--- src/rtl/whistle_pkg.sv ---
// whistle_pkg
//   Shared types and event table for the whistle sequencer.
//   Event index: 0 = serve, 1 = point, 2 = game-over.
package whistle_pkg;

    typedef enum logic [1:0] {
        IDLE = 2'd0,
        BEEP = 2'd1,
        GAP  = 2'd2,
        REST = 2'd3
    } state_t;

    localparam int N_EV = 3;

    // Per-event pattern, packed so it can be indexed by the granted event.
    localparam logic [N_EV-1:0][1:0] BEEPS  = {2'd3,   2'd2,   2'd1};
    localparam logic [N_EV-1:0][8:0] BEEP_T = {9'd400, 9'd150, 9'd200};
    localparam logic [N_EV-1:0][8:0] GAP_T  = {9'd150, 9'd100, 9'd0};
    localparam logic [N_EV-1:0][1:0] PITCH  = {2'd2,   2'd1,   2'd0};

    // Silent guard after every event, in ticks.
    localparam logic [8:0] REST_T = 9'd50;

endpackage

--- src/rtl/tick_prescaler.sv ---
// tick_prescaler
//   Divides clk down to a one-cycle tick every TICK_DIV cycles.
//   Ports:
//     clk    in  system clock
//     rst_n  in  async active-low reset
//     clr    in  restart the count from zero (no tick while asserted)
//     tick   out one-cycle pulse on the last cycle of each period
module tick_prescaler #(
    parameter int TICK_DIV = 256
) (
    input  logic clk,
    input  logic rst_n,
    input  logic clr,
    output logic tick
);

    localparam int W = (TICK_DIV > 2) ? $clog2(TICK_DIV) : 1;
    localparam logic [W-1:0] LAST = W'(TICK_DIV - 1);

    logic [W-1:0] cnt;

    always_ff @(posedge clk or negedge rst_n) begin
        if (!rst_n)
            cnt <= '0;
        else if (clr || cnt == LAST)
            cnt <= '0;
        else
            cnt <= cnt + W'(1);
    end

    assign tick = (cnt == LAST) && !clr;

endmodule

--- src/rtl/whistle_sched.sv ---
// whistle_sched
//   Queues one-shot whistle requests, grants them by fixed priority
//   (game-over > point > serve) and plays each event's beep/gap pattern.
//   Ports:
//     clk       in  system clock
//     rst_n     in  async active-low reset
//     req[2:0]  in  event requests, rising-edge detected
//     abort     in  cut the current event short (BEEP/GAP only)
//     tone_en   out tone generator running
//     tone_sel  out pitch select, updated only on grant
//     ack[2:0]  out one-cycle one-hot grant pulse
//     busy      out any state other than IDLE
module whistle_sched
    import whistle_pkg::*;
#(
    parameter int TICK_DIV = 256
) (
    input  logic       clk,
    input  logic       rst_n,
    input  logic [2:0] req,
    input  logic       abort,
    output logic       tone_en,
    output logic [1:0] tone_sel,
    output logic [2:0] ack,
    output logic       busy
);

    state_t     state_q, state_d;
    logic [2:0] req_d;
    logic       armed;
    logic [2:0] rise;
    logic [2:0] pending;
    logic [1:0] cur_ev;
    logic [1:0] beeps_left;
    logic [8:0] tcnt;
    logic       tick;
    logic       pre_clr;
    logic       tcnt_clr;
    logic       beep_dec;
    logic [2:0] grant_vec;
    logic [1:0] grant_idx;
    logic       grant;

    // req_d clears on reset, so a level held through reset would look like a
    // fresh edge. 'armed' masks detection on the first cycle after release.
    assign rise = req & ~req_d & {3{armed}};

    tick_prescaler #(.TICK_DIV(TICK_DIV)) u_presc (
        .clk   (clk),
        .rst_n (rst_n),
        .clr   (pre_clr),
        .tick  (tick)
    );

    always_ff @(posedge clk or negedge rst_n) begin
        if (!rst_n)
            state_q <= IDLE;
        else
            state_q <= state_d;
    end

    always_comb begin
        state_d   = state_q;
        grant_vec = 3'b000;
        grant_idx = 2'd0;
        pre_clr   = 1'b0;
        tcnt_clr  = 1'b0;
        beep_dec  = 1'b0;
        case (state_q)
            IDLE: begin
                if (|pending) begin
                    if (pending[2])      grant_idx = 2'd2;
                    else if (pending[1]) grant_idx = 2'd1;
                    else                 grant_idx = 2'd0;
                    grant_vec = 3'b001 << grant_idx;
                    pre_clr   = 1'b1;
                    tcnt_clr  = 1'b1;
                    state_d   = BEEP;
                end
            end
            BEEP: begin
                if (abort) begin
                    // Restart the prescaler too so REST is a full REST_T.
                    pre_clr  = 1'b1;
                    tcnt_clr = 1'b1;
                    state_d  = REST;
                end else if (tick && tcnt == BEEP_T[cur_ev] - 9'd1) begin
                    tcnt_clr = 1'b1;
                    if (beeps_left > 2'd1) begin
                        beep_dec = 1'b1;
                        state_d  = GAP;
                    end else begin
                        state_d  = REST;
                    end
                end
            end
            GAP: begin
                if (abort) begin
                    pre_clr  = 1'b1;
                    tcnt_clr = 1'b1;
                    state_d  = REST;
                end else if (tick && tcnt == GAP_T[cur_ev] - 9'd1) begin
                    tcnt_clr = 1'b1;
                    state_d  = BEEP;
                end
            end
            REST: begin
                if (tick && tcnt == REST_T - 9'd1) begin
                    tcnt_clr = 1'b1;
                    state_d  = IDLE;
                end
            end
            default: state_d = IDLE;
        endcase
    end

    assign grant = |grant_vec;

    always_ff @(posedge clk or negedge rst_n) begin
        if (!rst_n) begin
            req_d      <= 3'b000;
            armed      <= 1'b0;
            pending    <= 3'b000;
            ack        <= 3'b000;
            cur_ev     <= 2'd0;
            beeps_left <= 2'd0;
            tone_sel   <= 2'd0;
            tcnt       <= 9'd0;
        end else begin
            req_d   <= req;
            armed   <= 1'b1;
            // A rise in the grant cycle keeps the request queued.
            pending <= (pending & ~grant_vec) | rise;
            ack     <= grant_vec;
            if (grant) begin
                cur_ev     <= grant_idx;
                beeps_left <= BEEPS[grant_idx];
                tone_sel   <= PITCH[grant_idx];
            end else if (beep_dec) begin
                beeps_left <= beeps_left - 2'd1;
            end
            if (tcnt_clr)
                tcnt <= 9'd0;
            else if (tick)
                tcnt <= tcnt + 9'd1;
        end
    end

    assign tone_en = (state_q == BEEP);
    assign busy    = (state_q != IDLE);

endmodule

--- config.mk ---
export PLATFORM = sky130hd
export DESIGN_NAME = whistle_sched
export DESIGN_NICKNAME = d
export VERILOG_FILES = /design/src/rtl/whistle_pkg.sv /design/src/rtl/tick_prescaler.sv /design/src/rtl/whistle_sched.sv
export SDC_FILE = /design/constraint.sdc
export NUM_CORES = 1
export LEC_CHECK = 0
export ABC_AREA = 0
export BUFFER_PORTS_ARGS = -buffer_cell sky130_fd_sc_hd__buf_2
export CAP_MARGIN = 40
export CORE_ASPECT_RATIO = 1.25
export CORE_MARGIN = 4
export CORE_UTILIZATION = 35
export CTS_CLUSTER_SIZE = 24
export DETAILED_ROUTE_END_ITERATION = 10
export MAX_ROUTING_LAYER = met4
export SLEW_MARGIN = 20
export SYNTH_ARGS = -nofsm -noshare
export SYNTH_HDL_FRONTEND = slang
export SYNTH_SLANG_ARGS = --single-unit
--- constraint.sdc ---
create_clock -name clk -period 2.85 [get_ports clk]
set_input_delay 0.57 -clock clk [delete_from_list [all_inputs] [get_ports clk]]
set_output_delay 0.57 -clock clk [all_outputs]
set_load 0.005 [all_outputs]
==> metrics.yaml <==
synth.yosys.seq_area_share_pct: 43.1
skew_ps: 3.82
antenna_found_initial: 0
async_flop_share_pct: 100
hold_buffers: 0
syn_area_per_cell_um2: 10.0
clkSlewWorstSetupHoldPaths_ps: 70
ys.flop_type: "dfrtp_1"
grt_max_degree: 36
ant_nets: 0
fmax_ghz: 0.410
power_uw: 1870
synth_fp_nets: 226
path_class: "flip-flop to flip-flop"
cts_made_buffers: 5
min_period_ps: 2440
leakage_uw: 0.00109
synth_warnings: 0
clock_path_buffers: 2
ctsResizeCount: 0
cap_viol_max_count: 0
synth-edff-count: 0
setup_viol: 0
clk_latency_ps: 280
cellPowerDensity_mw_per_mm2: 821
diodes: 0
critPathCaptureType: "flip-flop"
die_w_um: 76.2
first_iter_violations: 106
startpoint_type: "flip-flop"
hold_viol: 0
gp_congestion: 0.822
crit_start: "tcnt[1]$_DFFE_PN0P_"
syn_area_mm2: 0.00203
dieArea_mm2: 0.00710
vias_per_cell: 4.99
finalSetupTns_ps: 0
grt.overflow.total: 0
rsz0062_at_grt: "false"
cts_root_buf: "clkbuf_8"
first_pass_iters: 4
clock-sinks: 35
crit_path_max_fanout: 6
rr_startpoint: "tcnt[1]$_DFFE_PN0P_"
syn_inst: 203
port_buffers: 12
critical-path-max-stage-delay_ps: 470
synth_cell_types: 47
crit_chain: "inv_1 > ha_1 > or4b_1 > or4_1 > o31a_1 > a31oi_4 > and4bb_1 > nor3_2"
hp-class: "input pin to asynchronous set/reset pin"
cts_tree: "built"
worstPathRequired_ps: 3010
initial_core_util_pct: 36.8
ys_ff_latch: 35
h-tree-depth: 2
io_pins: 13
layout-drive-gt1-share_pct: 13.8
layout_worst_path_cycle_share_pct: 85.7
die_h_um: 93.2
grt_pass1_wl_mm: 6.67
grt_usage_pct: 11.8
slew_violations: 0
row_count: 30
post_cts_buffers: 0
routed_wl_mm: 3.74
place_hpwl_mm: 2.79
coreArea_mm2: 0.00552
status: "completed"
slowest_stage: "or4_1"
grt_pass1_vias: 1454
wl_per_cell_um: 12.9
arrival_ps: 2600
syn2layout_area_growth_pct: 12.2
nNetsFinal: 247
ir_worst_vdd_mv: 0.424
vias: 1443
drc_errors: 0
-- flip-flops by register name (all words and copies together) (netlist names) --
register and count:
armed 1, cur_ev 2, pending 3, tone_sel 2, tcnt 9, u_presc.cnt 8, beeps_left 2, state_q 2
ack 3, req_d 3
-- Yosys cell counts (3+ instances only) --
library cell   n  share of area (%)
inv_1         15                2.8
xnor2_1       10                4.3
nand3_1        8                2.0
xor2_1        14                6.0
ha_1          17                 10
o21ai_0        6                1.5
and3_1         6                1.8
nor2_1        20                3.7
nand2_1       16                3.0
nand4_1        3               0.92
dfrtp_1       35                 43
nor3_1         7                1.7
a21oi_1        6                1.5
nand3b_1       3                1.1
-- area by class of cell --
| cell class | instances | area, um2 |
|---|---|---|
| Clock buffer | 7 | 76.3 |
| Clock inverter | 1 | 5.00 |
| Fill cell | 547 | 3240 |
| Inverter | 15 | 56.3 |
| Multi-Input combinational cell | 151 | 1080 |
| Sequential cell | 35 | 876 |
| Tap cell | 64 | 80.1 |
| Timing Repair Buffer | 16 | 103 |
-- metrics by stage --
step	util (%)	area, um2	hold WS [ps]	setup slack, ps	std cells
final	41.3	2280	76.4	409	289
after CTS	41.0	2260	381	402	288
after floorplan	-	2030	274	563	203
after global placement	39.5	2180	417	466	280
after global routing	41.3	2280	51.5	208	289
after detailed placement	39.5	2180	422	427	280
-- cell families (layout without fill, tap and decap cells) --
| family | count (synthesis) | after routing | synth area share (%) |
|---|---|---|---|
| adders and majority gates | 17 | 17 | 10.5 |
| muxes | 2 | 2 | 1.11 |
| and+or+nand+nor | 78 | 78 | 20.8 |
| AOI/OAI and AO/OA | 29 | 29 | 10.5 |
| other | 1 | 1 | 0.185 |
| xor gates and xnor gates | 24 | 24 | 10.3 |
| DFF | 35 | 35 | 43.1 |
| buffers and inverters | 17 | 39 | 3.57 |
-- worst paths after layout --
| path | end | slack (ps) | cells after the start |
|---|---|---|---|
| setup / recovery | state_q[0]$_DFFE_PN0P_ | 410 | 8 |
| hold / removal | tone_sel[0]$_DFFE_PN0N_ | 80 | 1 |
| setup reg to reg | state_q[0]$_DFFE_PN0P_ | 410 | 8 |
| hold reg to reg | pending[1]$_DFF_PN0_ | 430 | 1 |
| max in group asynchronous | u_presc.cnt[7]$_DFF_PN0_ | 2420 | 2 |
| min in group clk | req_d[2]$_DFF_PN0_ | 410 | 1 |
-- placed cells by master, fill, tap and decap left out, types with 2 or more instances in the layout --
| master | n |
|---|---|
| xnor2_1 | 10 |
| and3_1 | 6 |
| buf_2 | 12 |
| nand3_1 | 8 |
| a21oi_1 | 6 |
| nand3b_1 | 3 |
| o21ai_0 | 6 |
| nand2_1 | 16 |
| nor2_1 | 20 |
| ha_1 | 17 |
| nand4_1 | 3 |
| clkbuf_1 | 2 |
| inv_1 | 15 |
| and2_1 | 2 |
| dfrtp_1 | 35 |
| buf_4 | 3 |
| xor2_1 | 14 |
| mux2_2 | 2 |
| a31oi_1 | 2 |
| a21o_1 | 2 |
| clkbuf_8 | 5 |
| nor3_1 | 7 |
-- critical path, delay by kind of cell, from the launching register on --
family / cells / cell delay (ps)
buffers and inverters: 1 / 80
DFF: 1 / 450
AOI/OAI and AO/OA: 2 / 510
adders and majority gates: 1 / 120
and+or+nand+nor: 4 / 1150
-- metal layers --
layer / vias to the layer above / GRT usage (%) / wire (um)
li1: 734 / - / -
met1: 694 / 14.9 / 1770
met2: 10 / 18.6 / 1840
met3: 5 / 2.60 / 68
met4: 0 / 4.23 / 53
met5: - / - / 0
-- power by group --
group,leakage [uW],switching (uW),internal (uW)
combinational,0.000592,444,365
sequential,0.000455,119,610
clock,0.0000422,163,171
Power figures use the tool's default switching activity.
